## config.mk

```make
export PLATFORM = sky130hd
export DESIGN_NAME = rx_byte_fifo
export DESIGN_NICKNAME = d
export VERILOG_FILES = /design/src/rtl/rx_byte_fifo.sv
export SDC_FILE = /design/constraint.sdc
export NUM_CORES = 1
export LEC_CHECK = 0
export CORE_ASPECT_RATIO = 1.2
export CORE_UTILIZATION = 45
export DETAILED_ROUTE_END_ITERATION = 8
export RECOVER_POWER = 50
export SYNTH_ARGS = -nofsm -noshare
export SYNTH_HDL_FRONTEND = slang
export SYNTH_SLANG_ARGS = --single-unit
```

## constraint.sdc

```tcl
create_clock -name clk -period 4.55 [get_ports clk]
set_input_delay 0.6825 -clock clk [delete_from_list [all_inputs] [get_ports clk]]
set_output_delay 0.6825 -clock clk [all_outputs]
set_load 0.03 [all_outputs]
```

## src/rtl/rx_byte_fifo.sv

```systemverilog
// rtl/rx_byte_fifo.sv - UART receive byte FIFO with edge-detected push, sticky overflow, optional FWFT read (RX_FIFO_FWFT_EN)
module rx_byte_fifo #(
    parameter int DEPTH = 16,
    localparam int AW = $clog2(DEPTH)
) (
    input  logic          clk,
    input  logic          rst,
    input  logic          rx_valid,
    input  logic [7:0]    rx_data,
    input  logic          rd_en,
    input  logic          ovf_clr,
    output logic [7:0]    dout,
    output logic          dout_valid,
    output logic          full,
    output logic          empty,
    output logic [AW:0]   count,
    output logic          overflow
);

    localparam logic [AW:0] FULL_CNT = (AW + 1)'(DEPTH);

    logic [7:0]    mem [DEPTH];
    logic [AW-1:0] wr_ptr;
    logic [AW-1:0] rd_ptr;
    logic          rx_valid_q;
    logic          push;
    logic          pop;
    logic          accept;
    logic          drop;

    // The receiver holds valid as a level; only its rising edge is a new byte.
    assign push   = rx_valid & ~rx_valid_q;
    assign pop    = rd_en & ~empty;
    // A full FIFO still takes a byte when a slot frees up in the same cycle.
    assign accept = push & (~full | pop);
    assign drop   = push & full & ~pop;

    assign full  = (count == FULL_CNT);
    assign empty = (count == '0);

    // Edge detector, pointers, occupancy and sticky overflow.
    always_ff @(posedge clk) begin
        if (rst) begin
            rx_valid_q <= 1'b1;
            wr_ptr     <= '0;
            rd_ptr     <= '0;
            count      <= '0;
            overflow   <= 1'b0;
        end else begin
            rx_valid_q <= rx_valid;
            if (accept) begin
                wr_ptr <= wr_ptr + 1'b1;
            end
            if (pop) begin
                rd_ptr <= rd_ptr + 1'b1;
            end
            case ({accept, pop})
                2'b10:   count <= count + 1'b1;
                2'b01:   count <= count - 1'b1;
                default: count <= count;
            endcase
            if (drop) begin
                overflow <= 1'b1;
            end else if (ovf_clr) begin
                overflow <= 1'b0;
            end
        end
    end

    // Byte storage; cleared on reset so a fall-through head reads zero afterwards.
    always_ff @(posedge clk) begin
        if (rst) begin
            for (int i = 0; i < DEPTH; i++) begin
                mem[i] <= 8'h00;
            end
        end else if (accept) begin
            mem[wr_ptr] <= rx_data;
        end
    end

`ifdef RX_FIFO_FWFT_EN
    assign dout       = mem[rd_ptr];
    assign dout_valid = ~empty;
`else
    // Registered read: a pop loads the head byte and flags it for one cycle.
    always_ff @(posedge clk) begin
        if (rst) begin
            dout       <= 8'h00;
            dout_valid <= 1'b0;
        end else begin
            dout_valid <= pop;
            if (pop) begin
                dout <= mem[rd_ptr];
            end
        end
    end
`endif

endmodule
```

## Word level (Yosys, flattened, before mapping)

Memory sizes are Yosys's and may differ from the RTL's. A register that Yosys moved wholly into a read port is not among the register bits.
Cells that the tools add are included.

| word-level totals | value |
|---|---|
| register bits | 16 |
| RAM bits | 128 |
| memories kept | 1 |

| cells by class | value |
|---|---|
| add/sub/neg operators | 4 |
| equality and inequality tests | 3 |
| mux-type cells | 11 |
| bitwise gates (word level) | 10 |
| reductions and logical operators | 4 |

Memories:

| memory | depth | bits a word | read ports | clocked after Yosys merged registers in | write ports | line | text |
|---|---|---|---|---|---|---|---|
| mem | 16 | 8 | 1 | 1 | 16 | 22 | `logic [7:0] mem [DEPTH];` |

Operator list:

| kind | count |
|---|---|
| $pmux W5 S2 | 1 |
| $add A4 B1 Y4 const B | 2 |
| $mux W1 | 8 |
| $mux W8 | 1 |
| $reduce_or A8 Y1 | 1 |
| $add A5 B1 Y5 const B | 1 |
| $and A1 B1 Y1 | 5 |
| $eq A5 B5 Y1 const B | 1 |
| $logic_not A5 Y1 | 1 |
| $sub A5 B1 Y5 const B | 1 |
| $mux W4 | 1 |
| $not A1 Y1 | 4 |
| $reduce_bool A2 Y1 | 2 |
| $eq A2 B1 Y1 const B | 1 |
| $eq A2 B2 Y1 const B | 1 |
| $or A1 B1 Y1 | 1 |

## Logic depth before layout (Yosys ltp)

| depth | value |
|---|---|
| depth after elaboration | 10 |
| gate-level depth with buffers | 11 |
| gate-level depth less buffers | 9 |

## Least setup slack after synthesis

OpenSTA, ideal clock, no wires.

| timing path | value |
|---|---|
| path type | register -> register |
| start | register count[0] |
| end | register count[4] |
| library setup time | 0.138 ns |
| arrival time | 2.686 ns |
| required time | 4.412 ns |
| path slack | 1.727 ns |
| cell stages (with the launch flop) | 12 |
| buffers on the path | 2 |
| clock period less this slack | 2.823 ns |
| path through | dfxtp_1 -> or4_1 -> buf_6 -> o21a_1 -> clkbuf_1 -> nand2_1 -> inv_1 -> ha_1 -> nand2b_1 -> a211oi_1 -> mux2i_1 -> a41oi_1 |

| between the ends | value |
|---|---|
| word-level cells in the longest chain between the ends | 7 |
| elaborated cells on any way between the ends | 13 |
| classes of those cells | add/sub: 2; eq/ne: 3; mux: 1; bitwise: 5; reduce/logical: 2 |

Ends and longest elaborated chain:

| element | line | text |
|---|---|---|
| from (decl) | 16 | `output logic [AW:0] count,` |
| from (signal assigned) | 58 | `2'b10: count <= count + 1'b1;` |
| from (signal assigned) | 59 | `2'b01: count <= count - 1'b1;` |
| from (signal assigned) | 60 | `default: count <= count;` |
| $logic_not A5 Y1 | 39 | `assign empty = (count == '0);` |
| $not A1 Y1 | 33 | `assign pop = rd_en & ~empty;` |
| $and A1 B1 Y1 | 33 |  |
| $or A1 B1 Y1 | 35 | `assign accept = push & (~full \| pop);` |
| $and A1 B1 Y1 | 35 |  |
| $eq A2 B1 Y1 / $eq A2 B2 Y1 (equally long branches) | 57 | `case ({accept, pop})` |
| $pmux W5 S2 / $reduce_bool A2 Y1 (equally long branches) | - |  |

Several ways; a longest one is shown, not always the timed one.
A chain may end at the register's enable or synchronous reset.

==> results.json <==
{
  "syn_inst": 539,
  "io_pins": 30,
  "r2r_cells": 9,
  "final.setup.tns_ns": 0,
  "p_comb_share_pct": 22.5,
  "hold_viol_final": 0,
  "vias": 4159,
  "dieWidth_um": 117,
  "vias_per_cell": 5.30,
  "cts.path.max_buffers": 2,
  "cts_htree_levels": 4,
  "r2r_start": "count[0]",
  "yosysTopAreaCell": "edfxtp_1",
  "rsz0062_at_grt": "false",
  "slowest_delay_ns": 1.27,
  "grt_first_pass_wirelength_mm": 23.6,
  "area_delta_synth_final_pct": 14.3,
  "wire_per_inst_um": 19.4,
  "ys_ff_latch": 152,
  "diodes": 0,
  "globalplace.congestion": 0.814,
  "setup_viol": 0,
  "violations": "capacitance limit, slew limit",
  "hold-path-cell-count": 2,
  "pwr-share-seq_pct": 42.4,
  "synth_edf_count": 128,
  "ys_seq_area_share_pct": 60.7,
  "path_class": "input port to flip-flop",
  "clockPowerShare_pct": 35.2,
  "maxSlewViolCount": 38,
  "initial_utilization_pct": 45.9,
  "leakagePower_nw": 2.83,
  "grt_antenna_before_repair": 0,
  "die_h_um": 140,
  "yosys_warnings": 0,
  "critical_path.max_fanout": 37,
  "stdcell_count": 785,
  "max_freq_mhz": 303,
  "switching_power_mw": 1.16,
  "clock_latency_ns": 0.42,
  "postLayoutCoreUtil_pct": 52.5,
  "cp_slowest_cell": "clkbuf_1",
  "yosysMostFrequentCell": "and2_1",
  "grt_pass1_vias": 4298,
  "min_period_ns": 3.30,
  "worstMarginPinSlew_ns": 1.70,
  "place_hpwl_mm": 10.8,
  "drive_gt1_share_pct": 11.6,
  "hold_path_end": "overflow",
  "drt_iter0_markers": 228,
  "synth_top_area_share_pct": 53.9,
  "root_buffer": "clkbuf_16",
  "startpoint_type": "input port",
  "holdBufCountCts": 0,
  "internal_power_mw": 2.80,
  "cp-end-kind": "flip-flop",
  "dieArea_mm2": 0.0163,
  "outcome": "finished with violations",
  "yosys-top-cells-count": "129 x and2_1, 128 x edfxtp_1, 40 x nor2_1",
  "drc": 0,
  "ff2ff_setup_slack_ns": 1.48,
  "ys_top_cells_by_area": "edfxtp_1 54%, and2_1 11%, dfxtp_1 6.7%",
  "path_cells": "dlygate4sd3_1, clkbuf_1, or2_0",
  "pwr_density_cell_mw_per_mm2": 486,
  "r2r_end": "count[4]",
  "gr-total-overflow": 0,
  "grt_max_degree": 38,
  "post-route-period-util_pct": 72.4,
  "async_reset_ff_share_pct": 0,
  "track_usage_pct": 20.4,
  "holdCritStartpoint": "overflow",
  "layout_setup_ws_ns": 1.25,
  "crit_required_ns": 4.60,
  "pre_cts_ws_ns": 1.21,
  "clock_skew_ns": 0.00791,
  "cts_sinks": 152,
  "syn_avg_cell_area_um2": 13.2,
  "synthDistinctLibCells": 44,
  "fp-row-count": 50,
  "cts_setup_buffers": 0,
  "hold_class": "flip-flop to flip-flop",
  "max-cap-violations": 1,
  "cts_tree": "yes",
  "clk_pin_slew_ns": 0.06,
  "drt_first_pass_iters": 6,
  "cp_top_family": "buffers and inverters",
  "routed_wl_mm": 15.2,
  "max_slew_margin_pct": -13.1,
  "fin_nets": 587,
  "numCtsBuffers": 17,
  "ir_drop_mv": 0.281,
  "syn_area_mm2": 0.00713,
  "yosys_most_used_dff": "edfxtp_1",
  "cp_num_buf_inv": 2,
  "core_region_area_mm2": 0.0155,
  "syn-num-nets": 561,
  "dp_cells": 754,
  "antenna_left": 0,
  "swShare_pct": 29.2,
  "io_buffers": 29,
  "fill_cells": 1379,
  "arrival_ns": 3.35,
  "cts_resized": 0
}
layout make-up:
class                           count  area, um2  share of cell area (%)
Clock inverter                     13        155                    1.91
Multi-Input combinational cell    349       2620                    32.1
Sequential cell                   152       4330                    53.1
Timing Repair Buffer               37        328                    4.03
Clock buffer                       18        429                    5.27
Inverter                            8       30.0                   0.369
Tap cell                          208        260                    3.20
power by group through the flow:
stage / sequential [mW] / clock, mW / combinational (mW)
2_1_floorplan: 1.79 / 0 / 0.571
3_3_place_gp: 1.71 / 0 / 0.911
3_5_place_dp: 1.71 / 0 / 0.928
4_1_cts: 1.68 / 1.42 / 0.933
5_1_grt: 1.69 / 1.46 / 0.961
6_report: 1.68 / 1.39 / 0.890
tightest hold or removal path, stage by stage (launching register included):
cell	delay [ns]
dfxtp_1	0.31
nand2b_1	0.06
a21oi_1	0.05
layer usage:
layer  part of all wire [%]  up-vias  track usage (%)  routed length, um
met5                      0        -                0                  0
li1                       -     2010                -                  -
met1                     45     2038             26.4               6830
met2                     49       90             32.9               7410
met4                    2.7        0             8.19                418
met3                    3.7       21             4.62                558
state kept, by name, indices dropped and copies added (netlist names):
name / cells
count: 5
dout: 8
dout_valid: 1
mem: 128
overflow: 1
rd_ptr: 4
rx_valid_q: 1
wr_ptr: 4
worst max path at each step:
stage,start,to,slack (ns),cells after the start
after floorplan,count[0],count[4],1.73,11
after global placement,rd_en,count[4],1.23,8
after detailed placement,rd_en,count[4],1.21,8
after CTS,count[0],empty,1.45,3
after global routing,rst,mem[2][1],1.09,3
final,rst,mem[2][0],1.25,3
through the flow:
step                hold slack, ns  power [mW]  cell area, um2
floorplan                    0.509        2.36            7130
finish                       0.467        3.96            8140
CTS                          0.473        4.03            8190
global placement             0.461        2.62            7610
detailed placement           0.465        2.64            7610
global route                 0.495        4.11            8140
layout by cell type, fill, tap and decap left out, drive strengths merged, types with 2 or more instances in the layout:
cell           instances
and2                 129
edfxtp               128
nor2                  40
mux2i                 36
dfxtp                 24
clkbuf                24
dlygate4sd3           18
or2                   17
mux4                  16
o22ai                 16
clkdlybuf4s50         11
nand2b                 9
inv                    9
nor4                   8
nor3                   8
ha                     8
clkinv                 8
a22o                   7
nand2                  5
nor2b                  5
a21oi                  5
o2111ai                4
nand3                  4
xnor2                  4
or3                    3
a211oi                 3
o211ai                 3
bufinv                 3
mux2                   3
nand3b                 2
xor2                   2
buf                    2
o21ai                  2
kinds of logic after synthesis:
kind of cell    share of synthesized area (%)
compound gates                           4.86
xor+xnor                                0.737
fa+ha+maj                                1.69
buf+inv                                  2.25
flops                                    60.7
mux                                      10.9
simple gates                             18.9
Note: power is estimated with default switching activity, not from simulation.
